==> src/rtl/sccb_responder.sv <==
`default_nettype none
// ============================================================================
//  Module      : sccb_responder
//  Description : Camera-side SCCB responder (slave). Oversamples SIO_C and
//                SIO_D on clk, decodes 3-phase write and 2-phase write +
//                2-phase read cycles, and presents register accesses to an
//                external 8-bit register file.
//  Revision    : 1.0  initial release
// ----------------------------------------------------------------------------
//  Parameters
//    DEV_ID    7-bit device ID (write byte {DEV_ID,0}, read byte {DEV_ID,1})
//    SYNC_STG  synchronizer depth on sio_c / sio_d_in (>= 2)
//  Build option
//    SCCB_ACK_EN  when defined, the 9th bit of each accepted byte is driven
//                 low (I2C-style ACK); otherwise it is never driven.
//  Ports
//    clk        in   system clock, >= 8x SIO_C frequency
//    reset_n    in   synchronous active-low reset
//    sio_c      in   SCCB clock from master
//    sio_d_in   in   SCCB data pad input
//    sio_d_oe   out  1 = pull SIO_D low, 0 = release
//    wr_stb     out  1-clk pulse: write wr_data to register wr_addr
//    wr_addr    out  write subaddress
//    wr_data    out  write data
//    rd_stb     out  1-clk pulse: request register rd_addr
//    rd_addr    out  read subaddress (last subaddress written)
//    rd_data    in   register value, valid 1 clk after rd_stb
//    busy       out  1 from START to STOP
//    id_err     out  1-clk pulse: ID byte did not match DEV_ID
// ============================================================================
module sccb_responder #(
    parameter logic [6:0] DEV_ID   = 7'h21,
    parameter int         SYNC_STG = 2
) (
    input  logic       clk,
    input  logic       reset_n,
    input  logic       sio_c,
    input  logic       sio_d_in,
    output logic       sio_d_oe,
    output logic       wr_stb,
    output logic [7:0] wr_addr,
    output logic [7:0] wr_data,
    output logic       rd_stb,
    output logic [7:0] rd_addr,
    input  logic [7:0] rd_data,
    output logic       busy,
    output logic       id_err
);

`ifdef SCCB_ACK_EN
    localparam logic c_ACK_EN = 1'b1;
`else
    localparam logic c_ACK_EN = 1'b0;
`endif

    localparam logic [7:0] c_WR_ID = {DEV_ID, 1'b0};
    localparam logic [7:0] c_RD_ID = {DEV_ID, 1'b1};

    typedef enum logic [3:0] {
        ST_IDLE   = 4'd0,
        ST_ID     = 4'd1,
        ST_ID_X   = 4'd2,
        ST_SUB    = 4'd3,
        ST_SUB_X  = 4'd4,
        ST_WDAT   = 4'd5,
        ST_WDAT_X = 4'd6,
        ST_RDAT   = 4'd7,
        ST_RDAT_X = 4'd8,
        ST_SKIP   = 4'd9
    } state_t;

    // ------------------------------------------------------------------
    // Input synchronizers and edge/condition detection
    // ------------------------------------------------------------------
    logic [SYNC_STG-1:0] r_sc_sync;
    logic [SYNC_STG-1:0] r_sd_sync;
    logic                r_sc_d;
    logic                r_sd_d;

    // Reset to the idle-bus level (both high) so leaving reset never
    // fabricates a START, STOP or clock edge.
    always_ff @(posedge clk) begin
        if (!reset_n) begin
            r_sc_sync <= '1;
            r_sd_sync <= '1;
            r_sc_d    <= 1'b1;
            r_sd_d    <= 1'b1;
        end else begin
            r_sc_sync <= {r_sc_sync[SYNC_STG-2:0], sio_c};
            r_sd_sync <= {r_sd_sync[SYNC_STG-2:0], sio_d_in};
            r_sc_d    <= r_sc_sync[SYNC_STG-1];
            r_sd_d    <= r_sd_sync[SYNC_STG-1];
        end
    end

    logic w_sc;
    logic w_sd;
    logic w_sc_rise;
    logic w_sc_fall;
    logic w_start;
    logic w_stop;

    assign w_sc      = r_sc_sync[SYNC_STG-1];
    assign w_sd      = r_sd_sync[SYNC_STG-1];
    assign w_sc_rise =  w_sc & ~r_sc_d;
    assign w_sc_fall = ~w_sc &  r_sc_d;
    // Data transitions only count as START/STOP while the clock is stably high.
    assign w_start   = w_sc & r_sc_d &  r_sd_d & ~w_sd;
    assign w_stop    = w_sc & r_sc_d & ~r_sd_d &  w_sd;

    // ------------------------------------------------------------------
    // State and datapath registers
    // ------------------------------------------------------------------
    state_t     r_state;
    logic [2:0] r_bit_cnt;
    logic [7:0] r_shreg;
    logic       r_is_rd;
    logic       r_oe;
    logic       r_busy;
    logic [7:0] r_rd_addr;
    logic [7:0] r_wr_addr;
    logic [7:0] r_wr_data;
    logic       r_wr_stb;
    logic       r_rd_stb;
    logic       r_id_err;

    state_t     w_state_nxt;
    logic [2:0] w_bit_cnt_nxt;
    logic [7:0] w_shreg_nxt;
    logic       w_is_rd_nxt;
    logic       w_oe_nxt;
    logic       w_busy_nxt;
    logic [7:0] w_rd_addr_nxt;
    logic [7:0] w_wr_addr_nxt;
    logic [7:0] w_wr_data_nxt;
    logic       w_wr_stb_nxt;
    logic       w_rd_stb_nxt;
    logic       w_id_err_nxt;
    logic [7:0] w_byte;

    always_ff @(posedge clk) begin
        if (!reset_n) begin
            r_state   <= ST_IDLE;
            r_bit_cnt <= 3'd0;
            r_shreg   <= 8'd0;
            r_is_rd   <= 1'b0;
            r_oe      <= 1'b0;
            r_busy    <= 1'b0;
            r_rd_addr <= 8'd0;
            r_wr_addr <= 8'd0;
            r_wr_data <= 8'd0;
            r_wr_stb  <= 1'b0;
            r_rd_stb  <= 1'b0;
            r_id_err  <= 1'b0;
        end else begin
            r_state   <= w_state_nxt;
            r_bit_cnt <= w_bit_cnt_nxt;
            r_shreg   <= w_shreg_nxt;
            r_is_rd   <= w_is_rd_nxt;
            r_oe      <= w_oe_nxt;
            r_busy    <= w_busy_nxt;
            r_rd_addr <= w_rd_addr_nxt;
            r_wr_addr <= w_wr_addr_nxt;
            r_wr_data <= w_wr_data_nxt;
            r_wr_stb  <= w_wr_stb_nxt;
            r_rd_stb  <= w_rd_stb_nxt;
            r_id_err  <= w_id_err_nxt;
        end
    end

    // ------------------------------------------------------------------
    // Next-state and output logic
    // ------------------------------------------------------------------
    always_comb begin
        w_state_nxt   = r_state;
        w_bit_cnt_nxt = r_bit_cnt;
        w_shreg_nxt   = r_shreg;
        w_is_rd_nxt   = r_is_rd;
        w_oe_nxt      = r_oe;
        w_busy_nxt    = r_busy;
        w_rd_addr_nxt = r_rd_addr;
        w_wr_addr_nxt = r_wr_addr;
        w_wr_data_nxt = r_wr_data;
        w_wr_stb_nxt  = 1'b0;
        w_rd_stb_nxt  = 1'b0;
        w_id_err_nxt  = 1'b0;
        w_byte        = {r_shreg[6:0], w_sd};

        if (w_stop) begin
            w_state_nxt   = ST_IDLE;
            w_bit_cnt_nxt = 3'd0;
            w_shreg_nxt   = 8'd0;
            w_oe_nxt      = 1'b0;
            w_busy_nxt    = 1'b0;
        end else if (w_start) begin
            w_state_nxt   = ST_ID;
            w_bit_cnt_nxt = 3'd0;
            w_shreg_nxt   = 8'd0;
            w_is_rd_nxt   = 1'b0;
            w_oe_nxt      = 1'b0;
            w_busy_nxt    = 1'b1;
        end else begin
            // Drive changes happen only while the clock is low. Each X state
            // sees exactly one falling edge (the one ending bit 8), so the
            // ACK spans that fall to the fall after the 9th bit, where the
            // following state releases or drives its first data bit.
            if (w_sc_fall) begin
                case (r_state)
                    ST_ID_X, ST_SUB_X, ST_WDAT_X: w_oe_nxt = c_ACK_EN;
                    ST_RDAT: begin
                        w_oe_nxt    = ~r_shreg[7];
                        w_shreg_nxt = {r_shreg[6:0], 1'b0};
                    end
                    default: w_oe_nxt = 1'b0;
                endcase
            end

            if (w_sc_rise) begin
                case (r_state)
                    ST_ID: begin
                        w_shreg_nxt   = w_byte;
                        w_bit_cnt_nxt = r_bit_cnt + 3'd1;
                        if (r_bit_cnt == 3'd7) begin
                            if (w_byte == c_WR_ID) begin
                                w_state_nxt = ST_ID_X;
                                w_is_rd_nxt = 1'b0;
                            end else if (w_byte == c_RD_ID) begin
                                w_state_nxt  = ST_ID_X;
                                w_is_rd_nxt  = 1'b1;
                                w_rd_stb_nxt = 1'b1;
                            end else begin
                                w_state_nxt  = ST_SKIP;
                                w_id_err_nxt = 1'b1;
                            end
                        end
                    end
                    ST_ID_X: begin
                        w_bit_cnt_nxt = 3'd0;
                        if (r_is_rd) begin
                            w_state_nxt = ST_RDAT;
                            w_shreg_nxt = rd_data;
                        end else begin
                            w_state_nxt = ST_SUB;
                            w_shreg_nxt = 8'd0;
                        end
                    end
                    ST_SUB: begin
                        w_shreg_nxt   = w_byte;
                        w_bit_cnt_nxt = r_bit_cnt + 3'd1;
                        if (r_bit_cnt == 3'd7) begin
                            w_rd_addr_nxt = w_byte;
                            w_state_nxt   = ST_SUB_X;
                        end
                    end
                    ST_SUB_X: begin
                        w_bit_cnt_nxt = 3'd0;
                        w_shreg_nxt   = 8'd0;
                        w_state_nxt   = ST_WDAT;
                    end
                    ST_WDAT: begin
                        w_shreg_nxt   = w_byte;
                        w_bit_cnt_nxt = r_bit_cnt + 3'd1;
                        if (r_bit_cnt == 3'd7) begin
                            w_state_nxt = ST_WDAT_X;
                        end
                    end
                    ST_WDAT_X: begin
                        // Commit only once the 9th bit is clocked, so a STOP
                        // right after the data byte leaves the register alone.
                        w_bit_cnt_nxt = 3'd0;
                        w_wr_stb_nxt  = 1'b1;
                        w_wr_addr_nxt = r_rd_addr;
                        w_wr_data_nxt = r_shreg;
                        w_state_nxt   = ST_SKIP;
                    end
                    ST_RDAT: begin
                        w_bit_cnt_nxt = r_bit_cnt + 3'd1;
                        if (r_bit_cnt == 3'd7) begin
                            w_state_nxt = ST_RDAT_X;
                        end
                    end
                    ST_RDAT_X: begin
                        w_bit_cnt_nxt = 3'd0;
                        w_state_nxt   = ST_SKIP;
                    end
                    default: begin
                        w_state_nxt = r_state;
                    end
                endcase
            end
        end
    end

    assign sio_d_oe = r_oe;
    assign wr_stb   = r_wr_stb;
    assign wr_addr  = r_wr_addr;
    assign wr_data  = r_wr_data;
    assign rd_stb   = r_rd_stb;
    assign rd_addr  = r_rd_addr;
    assign busy     = r_busy;
    assign id_err   = r_id_err;

endmodule
`default_nettype wire
==> config.mk <==
export PLATFORM = sky130hd
export DESIGN_NAME = sccb_responder
export DESIGN_NICKNAME = d
export VERILOG_FILES = /design/src/rtl/sccb_responder.sv
export SDC_FILE = /design/constraint.sdc
export NUM_CORES = 1
export LEC_CHECK = 0
export BUFFER_PORTS_ARGS = -buffer_cell sky130_fd_sc_hd__buf_2
export CAP_MARGIN = 20
export CORE_ASPECT_RATIO = 1.25
export CORE_MARGIN = 10
export CORE_UTILIZATION = 54
export DETAILED_ROUTE_END_ITERATION = 10
export PLACE_DENSITY = 0.78
export SLEW_MARGIN = 20
export SYNTH_ARGS = -nofsm -noshare
export SYNTH_HDL_FRONTEND = slang
export SYNTH_SLANG_ARGS = --single-unit
==> constraint.sdc <==
create_clock -name clk -period 2 [get_ports clk]
set_input_delay 0.6 -clock clk [delete_from_list [all_inputs] [get_ports clk]]
set_output_delay 0.6 -clock clk [all_outputs]
set_load 0.02 [all_outputs]
==> results of run 1 <==
-- power by group through the flow --
stage               Clock [mW]  Combinational, mW  Sequential (mW)
floorplan                    0             0.0465             1.05
global placement             0             0.0704             1.05
detailed placement           0             0.0711             1.05
CTS                      0.744             0.0714             1.03
global route             0.777             0.0790             1.03
finish                   0.727             0.0711             1.03
-- area by class of cell --
| cell class | instances | area (µm²) | area share, % |
|---|---|---|---|
| clock inverters | 3 | 46.29 | 1.804 |
| multi-input cells | 165 | 1091 | 42.52 |
| inverters | 3 | 11.26 | 0.4388 |
| clock buffers | 5 | 68.82 | 2.682 |
| well taps | 54 | 67.56 | 2.633 |
| repair buffers | 48 | 260.3 | 10.14 |
| flip-flops and latches | 51 | 1021 | 39.79 |
-- sequential cells by signal, summed over array words and instances, names as in the netlist, 2 cells and up --
register   flops
r_shreg        8
r_sd_sync      2
rd_addr        8
r_bit_cnt      3
wr_addr        8
wr_data        8
r_sc_sync      2
r_state        4
-- cell usage in the layout, fill, tap and decap left out, types with 2 or more instances in the layout --
master,instances
sky130_fd_sc_hd__dfxtp_1,51
sky130_fd_sc_hd__buf_2,40
sky130_fd_sc_hd__nand2_1,39
sky130_fd_sc_hd__mux2i_1,17
sky130_fd_sc_hd__nor2_1,13
sky130_fd_sc_hd__nand2b_1,10
sky130_fd_sc_hd__nor2b_1,10
sky130_fd_sc_hd__a211oi_1,9
sky130_fd_sc_hd__a21boi_0,9
sky130_fd_sc_hd__nor3_1,8
sky130_fd_sc_hd__buf_4,8
sky130_fd_sc_hd__a21boi_1,7
sky130_fd_sc_hd__a221oi_1,6
sky130_fd_sc_hd__clkbuf_8,5
sky130_fd_sc_hd__a21oi_1,4
sky130_fd_sc_hd__inv_1,3
sky130_fd_sc_hd__nand3b_1,2
sky130_fd_sc_hd__nor4b_1,2
sky130_fd_sc_hd__nand3_1,2
sky130_fd_sc_hd__nor4_1,2
sky130_fd_sc_hd__ha_1,2
-- path summary, 6_finish.rpt --
path,start,end,slack [ps]
setup / recovery,r_state[0],r_shreg[4],190
hold / removal,r_sc_sync[0],r_sc_sync[1],420
setup reg to reg,r_state[0],r_shreg[4],190
hold reg to reg,r_sc_sync[0],r_sc_sync[1],420
-- Yosys cell counts, types with 4 or more instances --
cell type	instances
sky130_fd_sc_hd__nor2_1	13
sky130_fd_sc_hd__a21oi_1	4
sky130_fd_sc_hd__nor3_1	8
sky130_fd_sc_hd__dfxtp_1	51
sky130_fd_sc_hd__nand2_1	39
sky130_fd_sc_hd__a221oi_1	6
sky130_fd_sc_hd__nor2b_1	10
sky130_fd_sc_hd__buf_2	4
sky130_fd_sc_hd__clkbuf_1	9
sky130_fd_sc_hd__nand2b_1	10
sky130_fd_sc_hd__a21boi_1	7
sky130_fd_sc_hd__mux2i_1	17
sky130_fd_sc_hd__a211oi_1	9
sky130_fd_sc_hd__a21boi_0	9
-- routing by layer --
layer	vias up	wire length, µm	track usage (%)	share of wire [%]
li1	913	-	-	-
met1	820	2016	15.95	41
met2	43	2485	25.00	51
met3	7	303	4.536	6.2
met4	0	60	5.030	1.2
met5	-	0	0	0
-- worst max-delay path, delay by kind of cell, from the launching register on --
kind	cells	cell delay, ps
compound gates	2	350
simple gates	2	760
flops	1	590
-- what timing repair did --
| action | 4_1_cts | 5_1_grt |
|---|---|---|
| endpoints found under the setup margin | 0 | 8 |
| gates resized for setup | 0 | 1 |
| hold buffers | 0 | 0 |
-- kinds of logic (layout without fill, tap and decap cells) --
kind of cell | Yosys count | after routing
DFF | 51 | 51
muxes | 17 | 17
AOI/OAI and AO/OA | 44 | 44
buffers and inverters | 19 | 59
and+or+nand+nor | 101 | 101
adders and majority gates | 2 | 2
xor gates and xnor gates | 1 | 1
-- stage by stage --
| step | cell area (µm²) | total power [mW] |
|---|---|---|
| 2_1_floorplan | 2205 | 1.098 |
| 4_1_cts | 2560 | 1.846 |
| 5_1_grt | 2566 | 1.890 |
| 3_3_place_gp | 2445 | 1.125 |
| 3_5_place_dp | 2445 | 1.126 |
| 6_report | 2566 | 1.830 |
==> results.cfg, run 1 <==
[floorplanning]
die_h_um = 91.44
pin_count = 41
initial_utilization_pct = 57.30
core_region_area_um2 = 3847
fp-row-count = 25
die_area_um2 = 7054
die_w_um = 77.15

[critical_path]
critPathRequiredTime_ps = 2190
crit_path_end_kind = flip-flop
critical_path.max_fanout = 16
worst_setup_path_type = flip-flop to flip-flop
setup.worst_path.start_class = flip-flop
cell_with_the_largest_stage_delay_on_the_worst_path = sky130_fd_sc_hd__or4_4
largest_stage_delay_on_the_critical_path_ps = 620
timing.reg2reg.worst_path_depth = 4
worst-endpoint-arrival_ps = 2000
worstPathCellList = nor3_1 > or4_4 > a221oi_1 > a211oi_1

[placed_design]
io_buffers = 40
place.detailed.hpwl_um = 3607
detailedPlace.worstSlack_ps = 198.4
place_inst = 321
gp_congestion = 0.8545

[route]
drt_iter0_markers = 87
drtPass1Iterations = 4
vias_per_cell = 5.419
routed_wire_length_per_instance_um = 14.79
final_antenna_net_count = 0
detail_route.drc_violations = 0
postRouteWirelength_um = 4866
vias = 1783

[global_routing]
grt_pass1_wl_um = 8473
number_of_antenna_violations_at_the_first_check_in_global_routing = 0
grt.total_usage_pct = 14.34
first_global_vias = 1779
grt_ovf = 0
grt_start_max_net_pins = 36

[clock_network]
cts_tree = done
clockBufferDepth = 2
cts-htree-levels = 2
clkTransAtPathRegs_ps = 90
clock_sink_count = 51
post_cts.repair.setup_buffers = 0
ctsRootBufferMaster = sky130_fd_sc_hd__clkbuf_8
worst_skew_pair.late_latency_ps = 300
tritoncts_buffer_count = 5

[yosys]
dominant_combinational_cell_family_by_area_after_synthesis = simple AND/OR/NAND/NOR gates
yosys_register_bits = 51
leading_area_contributor_after_synthesis = sky130_fd_sc_hd__dfxtp_1
synth_top_cells_by_area = sky130_fd_sc_hd__dfxtp_1 (46%), sky130_fd_sc_hd__mux2i_1 (7.7%), sky130_fd_sc_hd__nand2_1 (6.6%)
asr_flop_ratio_synth_pct = 0
synth_xor_area_share_pct = 0.3973
syn_inst = 235
synth.avg_cell_area_um2 = 9.381
synth_fa_ha_area_share_pct = 1.135
synth.yosys.seq_area_share_pct = 46.31
fraction_of_the_mapped_netlist_area_in_simple_logic_gates_pct = 24.46
synth_area_in_compound_gates_pct = 15.49
synthMuxAreaShare_pct = 7.719
synth_nets = 249
synth_top_area_share_pct = 46.31
synth_enable_flop_cells = 0
synth-main-ff-cell = sky130_fd_sc_hd__dfxtp_1
ys_warnings = 0
synthDistinctLibCells = 44
post_synth_instance_area_um2 = 2205

[pwr]
swShare_pct = 21.83
static-leakage-power_nw = 1.067
p_int_mw = 1.430
p_seq_share_pct = 56.4
clock_power_share_pct = 39.7
peak_vdd_ir_mv = 0.7590
combPwrFrac_pct = 3.9
total_switching_power_mw = 0.3994
cellPowerDensity_nw_per_um2 = 713.0

[layout]
final_net_count = 288
final_layout_size_suffix_gt1_share_pct = 23.27
area_growth_syn_to_layout_pct = 16.40
post-route-util_pct = 66.70
antenna_cells_inserted = 0
fillerInstances = 354
fin_cells = 329

[timing]
layout_min_cycle_time_ps = 1807
setup_viol = 0
min_period_over_period_pct = 90.34
rsz0062_at_grt = no
worst_clock_skew_ps = 4.729
max-slew-margin-rel_pct = 60.89
setup_slack_ps = 193.3
timing_worst_slew_pin_value_ps = 582.8
slew_viol_final = 0
final.hold.worst_slack_ps = 424.8
max_freq_ghz = 0.5535
timing.final.hold_violations = 0
final.setup.tns_ps = 0

[min_path]
timing.hold.worst_path_depth = 1
path_category_of_the_worst_min_delay_check = flip-flop to flip-flop

[flow_run]
drv.max_cap_violation_count = 0

[outcome]
status = finished, final reports clean
Note: power is estimated with default switching activity, not from simulation.
==> inputs of run 2 (changes only) <==
RECOVER_POWER = 50   (was unset)
==> results.cfg, run 2 (synthesis gave the netlist of run 1 again) <==
[global_routing]
grt_pass1_wl_um = 8473
grt_start_max_net_pins = 36
grt_ovf = 0
number_of_antenna_violations_at_the_first_check_in_global_routing = 0
first_global_vias = 1779
grt.total_usage_pct = 14.34

[timing]
max-slew-margin-rel_pct = 60.61
max_freq_ghz = 0.5533
slew_viol_final = 0
timing.final.hold_violations = 0
layout_min_cycle_time_ps = 1807
rsz0062_at_grt = no
final.setup.tns_ps = 0
worst_clock_skew_ps = 4.395
timing_worst_slew_pin_value_ps = 587.0
setup_viol = 0
min_period_over_period_pct = 90.37

[route]
postRouteWirelength_um = 4939
drtPass1Iterations = 4
vias_per_cell = 5.383
routed_wire_length_per_instance_um = 15.01
detail_route.drc_violations = 0
vias = 1771
final_antenna_net_count = 0
detail_route.wirelength.met1_um = 2138
drt_iter0_markers = 94
met3_length_um = 236
met2WireLength_um = 2504
route.top_layer_used = met4

[layout]
antenna_cells_inserted = 0
area_growth_syn_to_layout_pct = 14.70
layout_commonest_cell = sky130_fd_sc_hd__dfxtp_1
final_net_count = 288
final_layout_size_suffix_gt1_share_pct = 12.36
most-common-layout-cells = sky130_fd_sc_hd__dfxtp_1 (51), sky130_fd_sc_hd__nand2_1 (39), sky130_fd_sc_hd__clkbuf_1 (30)

[outcome]
status = finished, final reports clean

[critical_path]
reg2reg_setup_slack_ps = 190
critical_path.max_fanout = 16
worstPathCellList = nor3_1 > or4_4 > a221oi_1 > a211oi_1
worst-endpoint-arrival_ps = 2000
cell_with_the_largest_stage_delay_on_the_worst_path = sky130_fd_sc_hd__or4_4
reg2reg_to = r_shreg[4]
crit_path_end_kind = flip-flop
worst_setup_path_type = flip-flop to flip-flop
reg2reg_from = r_state[0]
critPathRequiredTime_ps = 2190
timing.reg2reg.worst_path_depth = 4
largest_stage_delay_on_the_critical_path_ps = 620
setup.worst_path.start_class = flip-flop

[placed_design]
io_buffers = 40
place.detailed.hpwl_um = 3607
gp_congestion = 0.8545

[clock_network]
postCtsResizedCells = 0
clockBufferDepth = 2
clkTransAtPathRegs_ps = 90
cts-htree-levels = 2
number_of_buffers_inserted_by_hold_repair_at_cts = 0
post_cts.repair.setup_buffers = 0
worst_skew_pair.late_latency_ps = 300
ctsRootBufferMaster = sky130_fd_sc_hd__clkbuf_8
tritoncts_buffer_count = 5
cts_tree = done
clock_sink_count = 51

[pwr]
design_power_mw = 1.830
static-leakage-power_nw = 0.9361
peak_vdd_ir_mv = 0.7609
cellPowerDensity_nw_per_um2 = 723.5

[floorplanning]
pin_count = 41
die_w_um = 77.15
die_h_um = 91.44
fp-row-count = 25
initial_utilization_pct = 57.30
core_region_area_um2 = 3847
die_area_um2 = 7054

[min_path]
worstHoldEndpoint = r_sc_sync[1]
hold_wc_startpoint = r_sc_sync[0]
timing.hold.worst_path_depth = 1
path_category_of_the_worst_min_delay_check = flip-flop to flip-flop

[flow_run]
drv.max_cap_violation_count = 0
-- run 2: changes by cell type in the layout (fill, tap and decap cells not counted) --
cell / change
sky130_fd_sc_hd__buf_2: -30
sky130_fd_sc_hd__clkbuf_1: +30
-- run 2: cell type report --
cell class / instances / area, µm²
fillers: 370 / 1319
multi-input cells: 165 / 1091
flip-flops and latches: 51 / 1021
repair buffers: 48 / 222.7
clock buffers: 5 / 68.82
well taps: 54 / 67.56
clock inverters: 3 / 46.29
inverters: 3 / 11.26
-- run 2: per-stage QoR --
step	worst slack [ps]	std cells	area (µm²)	util [%]	hold WS [ps]
2_1_floorplan	307.1	235	2205	-	386.3
3_5_place_dp	198.4	321	2445	63.54	399.7
5_1_grt	19.71	329	2529	65.72	440.6
3_3_place_gp	264.5	321	2445	63.54	391.7
6_report	192.6	329	2529	65.72	423.3
4_1_cts	130.7	329	2560	66.54	422.3
-- run 2: layer usage --
metal | track usage (%) | up-vias
met5 | 0 | -
met3 | 4.536 | 7
met1 | 15.95 | 816
met2 | 25.00 | 36
li1 | - | 912
met4 | 5.030 | 0
-- run 2: report_power, final --
group / leakage [nW] / switching [mW] / internal, mW / total (mW)
combinational: 0.469 / 0.0407 / 0.0303 / 0.0710
clock: 0.0548 / 0.350 / 0.377 / 0.727
sequential: 0.412 / 0.00919 / 1.02 / 1.03
-- run 2: worst max-delay path by stage --
stage | startpoint | to | slack, ps
6_report | r_state[0] | r_shreg[4] | 190
5_1_grt | r_state[0] | rd_addr[6] | 20
4_1_cts | r_state[0] | rd_addr[4] | 130
3_5_place_dp | r_state[0] | rd_addr[4] | 200
3_3_place_gp | r_state[0] | r_shreg[6] | 260
2_1_floorplan | r_state[2] | r_shreg[2] | 310
-- run 2: critical path, delay by kind of cell (launching register included) --
family / cells / cell delay (ps)
AND/OR/NAND/NOR: 2 / 760
flip-flops: 1 / 580
AO/OA/AOI/OAI: 2 / 350
==> inputs of run 3 (changes only) <==
CORE_UTILIZATION = 55   (was 54)
CTS_BUF_LIST = sky130_fd_sc_hd__clkbuf_4 sky130_fd_sc_hd__clkbuf_8   (was unset)
PLACE_DENSITY = 0.79   (was 0.78)
TNS_END_PERCENT = 50   (was unset)
==> results.cfg, run 3 (synthesis gave the netlist of run 1 again) <==
[clock_network]
post_cts.repair.setup_buffers = 0
tritoncts_buffer_count = 5
clockBufferDepth = 2
cts_tree = done
cts-htree-levels = 2
postCtsResizedCells = 0
clkTransAtPathRegs_ps = 80
worst_skew_pair.late_latency_ps = 300
clock_sink_count = 51
number_of_buffers_inserted_by_hold_repair_at_cts = 0
ctsRootBufferMaster = sky130_fd_sc_hd__clkbuf_8

[placed_design]
gp_congestion = 0.8396
io_buffers = 40
place.detailed.hpwl_um = 3489

[layout]
ff_latch_area_um2 = 1021
multi_input_comb_area_um2 = 1085
post-route-util_pct = 65.64
final_layout_size_suffix_gt1_share_pct = 11.31
antenna_cells_inserted = 0
most-common-layout-cells = sky130_fd_sc_hd__dfxtp_1 (51), sky130_fd_sc_hd__nand2_1 (39), sky130_fd_sc_hd__clkbuf_1 (31)
layout_commonest_cell = sky130_fd_sc_hd__dfxtp_1
final_net_count = 288
fillerInstances = 355
area_growth_syn_to_layout_pct = 13.62

[floorplanning]
pin_count = 41
die_w_um = 76.63
fp-row-count = 25
initial_utilization_pct = 57.77
core_region_area_um2 = 3816
die_h_um = 90.79
die_area_um2 = 6956

[global_routing]
grt_start_max_net_pins = 36
grt.total_usage_pct = 14.26
number_of_antenna_violations_at_the_first_check_in_global_routing = 0
grt_ovf = 0
grt_pass1_wl_um = 8397
first_global_vias = 1755

[timing]
layout_min_cycle_time_ps = 1834
worst_clock_skew_ps = 6.078
max-slew-margin-rel_pct = 61.56
setup_viol = 0
max_freq_ghz = 0.5454
min_period_over_period_pct = 91.68
timing.final.hold_violations = 0
slew_viol_final = 0
rsz0062_at_grt = no
timing_worst_slew_pin_value_ps = 576.5
final.setup.tns_ps = 0

[route]
vias = 1760
final_antenna_net_count = 0
routed_wire_length_per_instance_um = 14.57
vias_per_cell = 5.366
drtPass1Iterations = 5
detail_route.drc_violations = 0
drt_iter0_markers = 97
postRouteWirelength_um = 4779

[critical_path]
reg2reg_to = r_shreg[7]
timing.reg2reg.worst_path_depth = 4
critical_path.max_fanout = 16
setup.worst_path.start_class = flip-flop
critPathRequiredTime_ps = 2170
reg2reg_setup_slack_ps = 170
critPathLaunch = r_state[0]
reg2reg_from = r_state[0]
worst_setup_path_type = flip-flop to flip-flop
crit_path_end_kind = flip-flop
worst-endpoint-arrival_ps = 2000
endpoint = r_shreg[7]

[flow_run]
drv.max_cap_violation_count = 0

[min_path]
path_category_of_the_worst_min_delay_check = flip-flop to flip-flop
hold_wc_startpoint = r_sc_sync[0]

[outcome]
status = finished, final reports clean

[pwr]
cellPowerDensity_nw_per_um2 = 713.3
peak_vdd_ir_mv = 0.5057
static-leakage-power_nw = 0.9313
==> run 3: final cells by class <==
| class | instances | share of cell area [%] |
|---|---|---|
| Timing Repair Buffer | 48 | 8.541 |
| Clock inverter | 1 | 1.199 |
| Clock buffer | 6 | 3.047 |
| Inverter | 3 | 0.4496 |
| Multi-Input combinational cell | 165 | 43.31 |
| Tap cell | 54 | 2.697 |
| Sequential cell | 51 | 40.76 |
==> run 3: per-layer routing <==
metal  share of wire (%)  track usage, %  wire length [µm]
met2                  53           25.14              2525
met4                 1.0           5.435                48
met5                   0               0                 0
met3                 5.2           4.382               247
met1                  41           15.51              1957
==> run 3: how the worst min path moves through the flow <==
stage,endpoint,cells after the start
after CTS,r_sc_sync[1],1
after detailed placement,r_sc_sync[1],1
after global routing,r_sc_sync[1],1
final,r_sc_sync[1],1
after floorplan,r_sc_sync[1],1
after global placement,r_sd_sync[1],1
==> run 3: worst max-delay path: stages (launching register included) <==
cell	delay, ps
sky130_fd_sc_hd__dfxtp_1	560
sky130_fd_sc_hd__nor3_1	130
sky130_fd_sc_hd__or4_4	610
sky130_fd_sc_hd__a221oi_1	310
sky130_fd_sc_hd__a211oi_1	90
==> run 3: through the flow <==
stage	worst slack, ps	hold WS, ps	area [µm²]	power [mW]	std cells
after floorplan	307.1	386.3	2205	1.098	235
after global placement	225.2	394.2	2445	1.125	321
after detailed placement	202.3	399.5	2445	1.125	321
after CTS	145.2	424.4	2551	1.805	328
after global routing	25.45	434.9	2505	1.858	328
final	166.4	419.3	2505	1.787	328
==> run 3: power breakdown <==
group	leakage (nW)	switching (mW)	internal, mW
registers	0.412	0.00841	1.02
logic	0.465	0.0398	0.0298
clock network	0.0547	0.306	0.380
total	0.931	0.355	1.43
